File: src/rtl/stack_seq_pkg.sv
// Shared constants for the stack sequencer: opcodes, FSM states, error codes.
package stack_seq_pkg;

    localparam logic [2:0] OP_NOP  = 3'd0;
    localparam logic [2:0] OP_PUSH = 3'd1;
    localparam logic [2:0] OP_DROP = 3'd2;
    localparam logic [2:0] OP_DUP  = 3'd3;
    localparam logic [2:0] OP_ADD  = 3'd4;
    localparam logic [2:0] OP_SUB  = 3'd5;
    localparam logic [2:0] OP_SWAP = 3'd6;
    localparam logic [2:0] OP_CLR  = 3'd7;

    localparam logic [1:0] ERR_NONE  = 2'd0;
    localparam logic [1:0] ERR_UNDER = 2'd1;
    localparam logic [1:0] ERR_OVER  = 2'd2;

    typedef enum logic [2:0] {
        S_IDLE  = 3'd0,
        S_PUSH  = 3'd1,
        S_POP   = 3'd2,
        S_WR    = 3'd3,
        S_PUSH2 = 3'd4
    } state_e;

    // Fault classification of an opcode given the current stack occupancy.
    function automatic logic [1:0] fault_of(input logic [2:0] op,
                                            input logic       lt1,
                                            input logic       lt2,
                                            input logic       at_full);
        logic [1:0] code;
        code = ERR_NONE;
        case (op)
            OP_PUSH:                  if (at_full) code = ERR_OVER;
            OP_DROP:                  if (lt1)     code = ERR_UNDER;
            OP_DUP: begin
                if (lt1)          code = ERR_UNDER;
                else if (at_full) code = ERR_OVER;
            end
            OP_ADD, OP_SUB, OP_SWAP:  if (lt2)     code = ERR_UNDER;
            default:                  code = ERR_NONE;
        endcase
        return code;
    endfunction

endpackage

File: src/rtl/stack_seq_alu.sv
// Combinational WIDTH-bit adder/subtractor for the write-back value; wraps mod 2^WIDTH.
module stack_seq_alu #(
    parameter int WIDTH = 16
) (
    input  logic [WIDTH-1:0] a_i,
    input  logic [WIDTH-1:0] b_i,
    input  logic             sub_i,
    output logic [WIDTH-1:0] y_o
);

    // a+b or a-b, carry/borrow discarded
    assign y_o = sub_i ? (a_i - b_i) : (a_i + b_i);

endmodule

File: src/rtl/stack_seq.sv
// Command sequencer for an external stack: decodes opcodes into push/pop/replace
// strobe sequences, tracks depth, and reports completion or rejection.
//
//   state | meaning
//   ------+------------------------------------------------------------
//   IDLE  | ready for a command; no strobes
//   PUSH  | push st_d (imm for PUSH, latched top for DUP)
//   POP   | pop the top entry (DROP ends here; ADD/SUB/SWAP continue)
//   WR    | replace top with ALU result (ADD/SUB) or old top (SWAP)
//   PUSH2 | SWAP only: push old next-to-top
module stack_seq
    import stack_seq_pkg::*;
#(
    parameter int WIDTH = 16,
    parameter int DEPTH = 8,
    localparam int DW   = $clog2(DEPTH+1)
) (
    input  logic             clk,
    input  logic             rst_n,
    input  logic             cmd_valid,
    output logic             cmd_ready,
    input  logic [2:0]       cmd_op,
    input  logic [WIDTH-1:0] cmd_imm,
    output logic             st_load,
    output logic             st_push,
    output logic             st_pop,
    output logic [WIDTH-1:0] st_d,
    input  logic [WIDTH-1:0] st_qtop,
    input  logic [WIDTH-1:0] st_qnext,
    output logic [DW-1:0]    depth,
    output logic             empty,
    output logic             full,
    output logic             done,
    output logic             err,
    output logic [1:0]       err_code,
    output logic             err_sticky
);

    state_e           state_q, state_d;
    logic [2:0]       op_q;
    logic [WIDTH-1:0] a_q, b_q, data_q;
    logic [DW-1:0]    depth_q;
    logic             done_q, err_q, err_sticky_q;
    logic [1:0]       err_code_q;

    logic             accept;
    logic [1:0]       fault_code;
    logic             fault;
    logic             done_d;
    logic [WIDTH-1:0] alu_y;

    assign accept     = cmd_valid && (state_q == S_IDLE);
    assign fault_code = fault_of(cmd_op, depth_q == '0, depth_q < DW'(2),
                                 depth_q == DW'(DEPTH));
    assign fault      = (fault_code != ERR_NONE);

    stack_seq_alu #(.WIDTH(WIDTH)) u_alu (
        .a_i   (a_q),
        .b_i   (b_q),
        .sub_i (op_q == OP_SUB),
        .y_o   (alu_y)
    );

    // State register
    always_ff @(posedge clk or negedge rst_n) begin
        if (!rst_n) state_q <= S_IDLE;
        else        state_q <= state_d;
    end

    // Next-state: faulting, NOP and CLR commands never leave IDLE
    always_comb begin
        state_d = state_q;
        case (state_q)
            S_IDLE: begin
                if (accept && !fault) begin
                    case (cmd_op)
                        OP_PUSH, OP_DUP:                  state_d = S_PUSH;
                        OP_DROP, OP_ADD, OP_SUB, OP_SWAP: state_d = S_POP;
                        default:                          state_d = S_IDLE;
                    endcase
                end
            end
            S_PUSH:  state_d = S_IDLE;
            S_POP:   state_d = (op_q == OP_DROP) ? S_IDLE : S_WR;
            S_WR:    state_d = (op_q == OP_SWAP) ? S_PUSH2 : S_IDLE;
            S_PUSH2: state_d = S_IDLE;
            default: state_d = S_IDLE;
        endcase
    end

    // Strobe and write-data decode; purely from state so reset drops them at once
    always_comb begin
        st_load = 1'b0;
        st_push = 1'b0;
        st_pop  = 1'b0;
        st_d    = '0;
        case (state_q)
            S_PUSH: begin
                st_load = 1'b1;
                st_push = 1'b1;
                st_d    = data_q;
            end
            S_POP: st_pop = 1'b1;
            S_WR: begin
                st_load = 1'b1;
                st_d    = (op_q == OP_SWAP) ? b_q : alu_y;
            end
            S_PUSH2: begin
                st_load = 1'b1;
                st_push = 1'b1;
                st_d    = a_q;
            end
            default: ;
        endcase
    end

    // Completion: last strobe cycle of each sequence, or accept cycle for NOP/CLR
    always_comb begin
        done_d = 1'b0;
        case (state_q)
            S_IDLE:  done_d = accept && !fault &&
                              (cmd_op == OP_NOP || cmd_op == OP_CLR);
            S_PUSH:  done_d = 1'b1;
            S_POP:   done_d = (op_q == OP_DROP);
            S_WR:    done_d = (op_q != OP_SWAP);
            S_PUSH2: done_d = 1'b1;
            default: done_d = 1'b0;
        endcase
    end

    // Operand latches, depth tracking and status flags
    always_ff @(posedge clk or negedge rst_n) begin
        if (!rst_n) begin
            op_q         <= OP_NOP;
            a_q          <= '0;
            b_q          <= '0;
            data_q       <= '0;
            depth_q      <= '0;
            done_q       <= 1'b0;
            err_q        <= 1'b0;
            err_code_q   <= ERR_NONE;
            err_sticky_q <= 1'b0;
        end else begin
            done_q <= done_d;
            err_q  <= accept && fault;
            if (accept) begin
                op_q       <= cmd_op;
                a_q        <= st_qnext;
                b_q        <= st_qtop;
                data_q     <= (cmd_op == OP_DUP) ? st_qtop : cmd_imm;
                err_code_q <= fault_code;
                if (cmd_op == OP_CLR) err_sticky_q <= 1'b0;
                else if (fault)       err_sticky_q <= 1'b1;
            end
            if (accept && cmd_op == OP_CLR)
                depth_q <= '0;
            else if (state_q == S_PUSH || state_q == S_PUSH2)
                depth_q <= depth_q + DW'(1);
            else if (state_q == S_POP)
                depth_q <= depth_q - DW'(1);
        end
    end

    assign cmd_ready  = (state_q == S_IDLE);
    assign depth      = depth_q;
    assign empty      = (depth_q == '0);
    assign full       = (depth_q == DW'(DEPTH));
    assign done       = done_q;
    assign err        = err_q;
    assign err_code   = err_code_q;
    assign err_sticky = err_sticky_q;

endmodule

File: config.mk
export PLATFORM = sky130hd
export DESIGN_NAME = stack_seq
export DESIGN_NICKNAME = d
export VERILOG_FILES = /design/src/rtl/stack_seq_pkg.sv /design/src/rtl/stack_seq_alu.sv /design/src/rtl/stack_seq.sv
export SDC_FILE = /design/constraint.sdc
export NUM_CORES = 1
export LEC_CHECK = 0
export ABC_AREA = 0
export ABC_CLOCK_PERIOD_IN_PS = 4250
export CAP_MARGIN = 0
export CORE_MARGIN = 3
export CORE_UTILIZATION = 30
export DETAILED_ROUTE_END_ITERATION = 6
export GPL_TIMING_DRIVEN = 0
export HOLD_SLACK_MARGIN = 0.05
export PLACE_DENSITY_LB_ADDON = 0.05
export SETUP_SLACK_MARGIN = 0.4
export SLEW_MARGIN = 20
export SYNTH_ARGS = -nofsm -noshare
export SYNTH_HDL_FRONTEND = slang
export SYNTH_SLANG_ARGS = --single-unit
File: constraint.sdc
create_clock -name clk -period 4.25 [get_ports clk]
set_input_delay 0.425 -clock clk [delete_from_list [all_inputs] [get_ports clk]]
set_output_delay 0.425 -clock clk [all_outputs]
set_load 0.01 [all_outputs]
==> out/qor.json, run 1 <==
{
  "drt": {
    "highest-signal-layer": "met4",
    "met1_length_um": 6965,
    "vias_per_cell": 5.166,
    "vias": 4076,
    "first_pass_iters": 5,
    "wl_met3_um": 664,
    "wirelength_um": 14390,
    "route.detailed.wl_per_inst_um": 18.23,
    "dr_wl_met2_um": 6567,
    "antenna_violating_nets_post_route": 0,
    "post-route-drc-count": 0,
    "drt-initial-drc-count": 252
  },
  "power_and_ir_drop": {
    "pwr_density_cell_nw_per_um2": 914.0,
    "vdd_drop_max_v": 0.0003878,
    "internal-power_w": 0.002876,
    "switching_share_pct": 46.39,
    "clock_power_share_pct": 14.0,
    "net-switching-power_w": 0.002489,
    "power.leakage_nw": 2.761,
    "seqPwrFrac_pct": 22.8,
    "power.combinational.fraction_pct": 63.2
  },
  "sta": {
    "finalSetupViolCount": 0,
    "post_route_worst_hold_slack_ns": 0.3761,
    "slew-limit-headroom_pct": 44.21,
    "setup_repair_after_global_routing_missed_its_margin": "true",
    "finClkSkew_ns": 0.007846,
    "tightest_slew_ns": 0.8331,
    "hold_violations": 0,
    "period_minus_slack_ns": 3.845,
    "fmaxAchievable_ghz": 0.2601,
    "report.final.slew_viol_count": 0,
    "fin_setup_tns_ns": 0,
    "fin_crit_sh_pct": 90.46
  },
  "critical_path": {
    "critPathCapture": "st_d[14]",
    "crit_required_ns": 3.83,
    "critical-path-max-stage-delay_ns": 0.44,
    "crit_path_top_delay_cell": "dfrtp_2",
    "critical_path.reg2reg.startpoint": "state_q[1]",
    "ordered_list_of_cells_on_the_worst_path": "nor4_4 > buf_4 > nand3_4 > o31ai_4 > xor2_1 > ha_1 > clkbuf_4 > a21o_1 > a21o_1 > a21oi_1 > and3_1 > mux2i_1 > nand3_1 > clkdlybuf4s15_1",
    "critical_path_arrival_ns": 3.42,
    "regToRegSetupSlack_ns": 1.67,
    "startpoint_type": "register",
    "timing.critical_path.to_type": "primary output",
    "crit-reg2reg-capture": "depth[3]",
    "worstRegToRegCells": 10,
    "timing.critical_path.fanout_max": 7,
    "criticalPathCategory": "register to primary output",
    "path_common_cell": "a21o_1",
    "critPathLaunch": "b_q[3]"
  },
  "die": {
    "die_w_um": 124.5,
    "die-area_um2": 15490,
    "die_h_um": 124.5,
    "io_pins": 85,
    "area_of_the_core_um2": 13510,
    "placementRows": 42,
    "floorplan.initialDensity_pct": 31.17
  },
  "logic_synthesis": {
    "syn_inst": 500,
    "number_of_library_cell_types_mapped_by_synthesis": 65,
    "yosys_warnings": 0,
    "synthArstFlopShare_pct": 100.0,
    "yosysTopAreaCell": "dfrtp_1",
    "post_synth_most_frequent_cells": "nand2_1, dfrtp_1, o21ai_0",
    "synth.ff_latch_count": 63,
    "yosys_most_used_dff": "dfrtp_1",
    "post_synth_instance_area_um2": 4210,
    "synth_fp_nets": 574,
    "synth_top_area_share_pct": 37.44,
    "synth.area.top_cells": "dfrtp_1, nand2_1, ha_1",
    "seq_area_frac_synth_pct": 37.44,
    "synth_edf_count": 0,
    "yosysMostFrequentCell": "nand2_1",
    "post_synth.cell_area_avg_um2": 8.421
  },
  "outcome": {
    "outcome": "finished, final reports clean"
  },
  "clock_network": {
    "clockRootBuffer": "clkbuf_16",
    "h-tree-depth": 3,
    "tritoncts_clock_tree": "yes",
    "worst_skew_pair.late_latency_ns": 0.35,
    "cts_inserted_buffers": 9,
    "cts_max_path_buffers": 2,
    "clkSlewWorstSetupHoldPaths_ns": 0.06,
    "tritoncts_num_sinks": 63
  },
  "finish": {
    "syn2layout_area_growth_pct": 39.41,
    "final_layout_size_suffix_gt1_share_pct": 14.03,
    "n_diodes": 0,
    "final_cell_area_um2": 5869,
    "finish.net_count": 682
  },
  "place": {
    "gp_congestion": 0.9018,
    "place_hpwl_um": 10440,
    "dpl_cell_area_um2": 5259,
    "port-buffer-count": 81
  },
  "grt": {
    "grt_overflow": 0,
    "grt_antenna_before_repair": 0,
    "grt_pass1_vias": 4097,
    "grt_use_total_pct": 18.95,
    "grt_max_degree": 36,
    "grt_first_pass_wirelength_um": 23080
  },
  "min_path": {
    "timing.hold.worst.class": "input pin to register"
  },
  "run": {
    "cap_violations": 0
  }
}
[critical path, delay by kind of cell, from the launching register on]
family	cells	cell delay, ns
AOI/OAI and AO/OA	4	0.77
xor gates and xnor gates	1	0.17
adders and majority gates	1	0.24
buffers and inverters	3	0.60
DFF	1	0.44
muxes	1	0.07
and+or+nand+nor	4	0.78
[final cells by class]
type / instances / area, µm²
Multi-Input combinational cell: 391 / 2608
Sequential cell: 63 / 1583
Tap cell: 176 / 220.2
Clock buffer: 10 / 239.0
Timing Repair Buffer: 97 / 945.9
Inverter: 15 / 56.30
Fill cell: 1346 / 7636
Buffer: 31 / 157.7
Clock inverter: 6 / 60.06
[logic make-up after synthesis]
logic type / synth area share, %
AO/OA/AOI/OAI: 19.38
multiplexers: 4.279
flip-flops: 37.44
buffers and inverters: 4.636
adder cells (fa/ha/maj): 6.300
XOR/XNOR: 5.617
AND/OR/NAND/NOR: 22.35
[metal layers]
| layer | GRT usage (%) | up-vias |
|---|---|---|
| li1 | - | 1973 |
| met1 | 26.75 | 1976 |
| met2 | 29.26 | 114 |
| met3 | 3.902 | 13 |
| met4 | 5.674 | 0 |
| met5 | 0 | - |
[worst min path at each step]
stage | start | endpoint | cells past startpoint
floorplan | rst_n | a_q[0] | 0
global placement | err_code[1] | err_code[1] | 2
detailed placement | rst_n | err_code[0] | 1
CTS | cmd_op[2] | op_q[2] | 3
global route | cmd_op[2] | op_q[2] | 3
finish | cmd_op[2] | op_q[2] | 3
[layout by cell type, fill, tap and decap left out, drive strengths merged, types with 3 or more instances in the layout]
cell type,instances
dlymetal6s2s,4
ha,18
mux2i,18
a21oi,23
and2,3
nand2b,6
nor4,3
o21ai,48
a222oi,15
xor2,13
nand2,135
xnor2,14
nor3,7
inv,15
dfrtp,63
nor2,21
nand3,9
and3,3
clkbuf,33
o31ai,6
a21o,7
nand4,4
nor3b,4
clkinv,3
buf,25
clkdlybuf4s50,71
[sequential cells by signal, summed over array words and instances, names as in the netlist]
register,count
err_code,2
a_q,16
err,1
done,1
depth,4
state_q,3
err_sticky,1
b_q,16
op_q,3
data_q,16
[stage by stage]
step	total power, W	setup WS, ns	util [%]	instances
2_1_floorplan	0.003172	1.127	-	500
3_3_place_gp	0.004100	0.2103	38.81	757
3_5_place_dp	0.004136	0.1601	38.94	758
4_1_cts	0.005135	0.3602	42.40	780
5_1_grt	0.005833	0.2339	43.46	789
6_report	0.005365	0.4055	43.46	789
[power groups by stage]
stage	Clock (W)	Combinational, W	Sequential, W
6_report	0.000752	0.00339	0.00122
5_1_grt	0.000799	0.00377	0.00127
4_1_cts	0.000769	0.00315	0.00122
3_5_place_dp	0	0.00292	0.00122
3_3_place_gp	0	0.00288	0.00122
2_1_floorplan	0	0.00205	0.00112
[timing repair]
action	in CTS	in global routing
gates resized for setup	40	26
setup endpoints to repair	12	10
gates cloned	0	0
hold endpoints to repair	28	0
pin swaps	4	8
setup buffers	5	9
hold buffers	1	0
Power figures use the tool's default switching activity.
==> run 2: changes to the inputs <==
--- a/config.mk
+++ b/config.mk
@@ -9,7 +9,7 @@
 export ABC_CLOCK_PERIOD_IN_PS = 4250
 export CAP_MARGIN = 0
 export CORE_MARGIN = 3
-export CORE_UTILIZATION = 30
+export CORE_UTILIZATION = 35
 export DETAILED_ROUTE_END_ITERATION = 6
 export GPL_TIMING_DRIVEN = 0
 export HOLD_SLACK_MARGIN = 0.05
==> out/qor.json, run 2 (synthesis results as in run 1) <==
{
  "power_and_ir_drop": {
    "vdd_drop_max_v": 0.0003731,
    "pwr_density_cell_nw_per_um2": 904.4,
    "power.leakage_nw": 2.760,
    "total_power_w": 0.005197
  },
  "critical_path": {
    "crit_path_top_delay_cell": "clkdlybuf4s50_1",
    "startpoint_type": "register",
    "ordered_list_of_cells_on_the_worst_path": "inv_1 > ha_2 > a21oi_1 > xnor2_1 > ha_1 > a21o_1 > a21oi_4 > nand4_1 > a41oi_1 > xor2_1 > o21ai_1 > clkdlybuf4s50_1",
    "timing.critical_path.fanout_max": 6,
    "critical-path-max-stage-delay_ns": 0.55,
    "criticalPathCategory": "register to primary output",
    "critical_path_arrival_ns": 3.48,
    "timing.critical_path.to_type": "primary output",
    "crit_required_ns": 3.83
  },
  "sta": {
    "tightest_slew_ns": 0.8193,
    "slew-limit-headroom_pct": 45.14,
    "fin_crit_sh_pct": 91.81,
    "fmaxAchievable_ghz": 0.2563,
    "hold_violations": 0,
    "period_minus_slack_ns": 3.902,
    "finClkSkew_ns": 0.007097,
    "worst_slack_ns": 0.3482,
    "report.final.slew_viol_count": 0,
    "setup_repair_after_global_routing_missed_its_margin": "true",
    "fin_setup_tns_ns": 0,
    "finalSetupViolCount": 0
  },
  "place": {
    "dpl.cell_count": 725,
    "place_hpwl_um": 10000,
    "gp_congestion": 0.8611,
    "dpl_cell_area_um2": 5218,
    "post-place-ws_ns": 0.1660,
    "port-buffer-count": 81
  },
  "outcome": {
    "outcome": "finished with violations",
    "failed_checks": "design-rule violations"
  },
  "grt": {
    "grt_antenna_before_repair": 0,
    "grt_overflow": 0,
    "grt_pass1_vias": 3987,
    "grt_first_pass_wirelength_um": 21160,
    "grt_max_degree": 40,
    "grt_use_total_pct": 20.79
  },
  "drt": {
    "vias_per_cell": 5.329,
    "wirelength_um": 13480,
    "post-route-drc-count": 2,
    "drt-initial-drc-count": 257,
    "first_pass_iters": 7,
    "antenna_violating_nets_post_route": 0,
    "vias": 3986,
    "route.detailed.wl_per_inst_um": 18.02
  },
  "finish": {
    "final_cell_mix": "nand2_1, clkdlybuf4s50_1, dfrtp_1",
    "final_layout_size_suffix_gt1_share_pct": 11.90,
    "syn2layout_area_growth_pct": 36.49,
    "final_cell_area_um2": 5747,
    "finish.net_count": 674,
    "n_diodes": 0,
    "largestRegisters": "a_q (16), b_q (16), data_q (16)",
    "layout_commonest_cell": "nand2_1",
    "layoutNonFillerInstCount": 748
  },
  "die": {
    "placementRows": 39,
    "die_h_um": 115.7,
    "io_pins": 85,
    "floorplan.initialDensity_pct": 36.41,
    "die-area_um2": 13380,
    "area_of_the_core_um2": 11560,
    "die_w_um": 115.7
  },
  "clock_network": {
    "cts_max_path_buffers": 2,
    "clkSlewWorstSetupHoldPaths_ns": 0.06,
    "h-tree-depth": 3,
    "clockRootBuffer": "clkbuf_16",
    "worst_skew_pair.late_latency_ns": 0.34,
    "tritoncts_num_sinks": 63,
    "cts_inserted_buffers": 9,
    "tritoncts_clock_tree": "yes"
  },
  "min_path": {
    "timing.hold.worst.class": "input pin to register"
  },
  "run": {
    "cap_violations": 0
  }
}
==> run 2: final timing paths <==
| path | slack (ns) | cells past startpoint | end | start |
|---|---|---|---|---|
| worst max-delay path | 0.35 | 12 | st_d[12] | b_q[0] |
| worst min-delay path | 0.39 | 3 | op_q[2] | cmd_op[2] |
| worst max register to register | 1.68 | 10 | depth[3] | state_q[1] |
| worst min register to register | 0.48 | 2 | err_code[1] | err_code[1] |
| max in group asynchronous | 3.17 | 3 | b_q[1] | rst_n |
| min in group asynchronous | 0.54 | 2 | a_q[6] | rst_n |
==> run 2: critical path: cells and delay by family (launching register included) <==
kind	cells	cell delay, ns
AO/OA/AOI/OAI	5	1.01
XOR/XNOR	2	0.23
adder cells (fa/ha/maj)	2	0.61
buffers and inverters	2	0.68
flip-flops	1	0.46
AND/OR/NAND/NOR	1	0.15
==> run 2: timing repair <==
item                                   in CTS  in global routing
hold buffers                                1                  0
setup endpoints to repair                  12                 10
gates resized for setup                    30                 23
buffers inserted                            5                  1
endpoints found under the hold margin      24                  0
pin swaps                                   5                  0
==> run 2: area by class of cell <==
class                   count  area (µm²)
well taps                 143       178.9
fillers                  1116        5818
repair buffers             89       893.4
multi-input cells         391        2557
clock inverters             3       65.06
plain buffers              31       152.6
clock buffers              13       260.3
inverters                  15       56.30
flip-flops and latches     63        1583
==> run 2: metrics by stage <==
| stage | utilization (%) | hold WS [ns] |
|---|---|---|
| final | 49.69 | 0.3870 |
| after detailed placement | 45.12 | 0.3608 |
| after CTS | 49.03 | 0.3854 |
| after floorplan | - | 0.1294 |
| after global routing | 49.69 | 0.4277 |
| after global placement | 44.96 | 0.4554 |
==> run 2: where the power goes <==
group,switching (W),internal [W]
Combinational,0.00178,0.00139
Sequential,0.000326,0.000886
Clock,0.000270,0.000545
Total,0.00237,0.00282
==> run 2: layer usage <==
layer	track usage, %	part of all wire (%)	up-vias
met5	0	0	-
met4	5.955	1.3	0
met3	4.125	4.5	18
met2	32.87	46	85
met1	29.08	48	1921
li1	-	-	1962
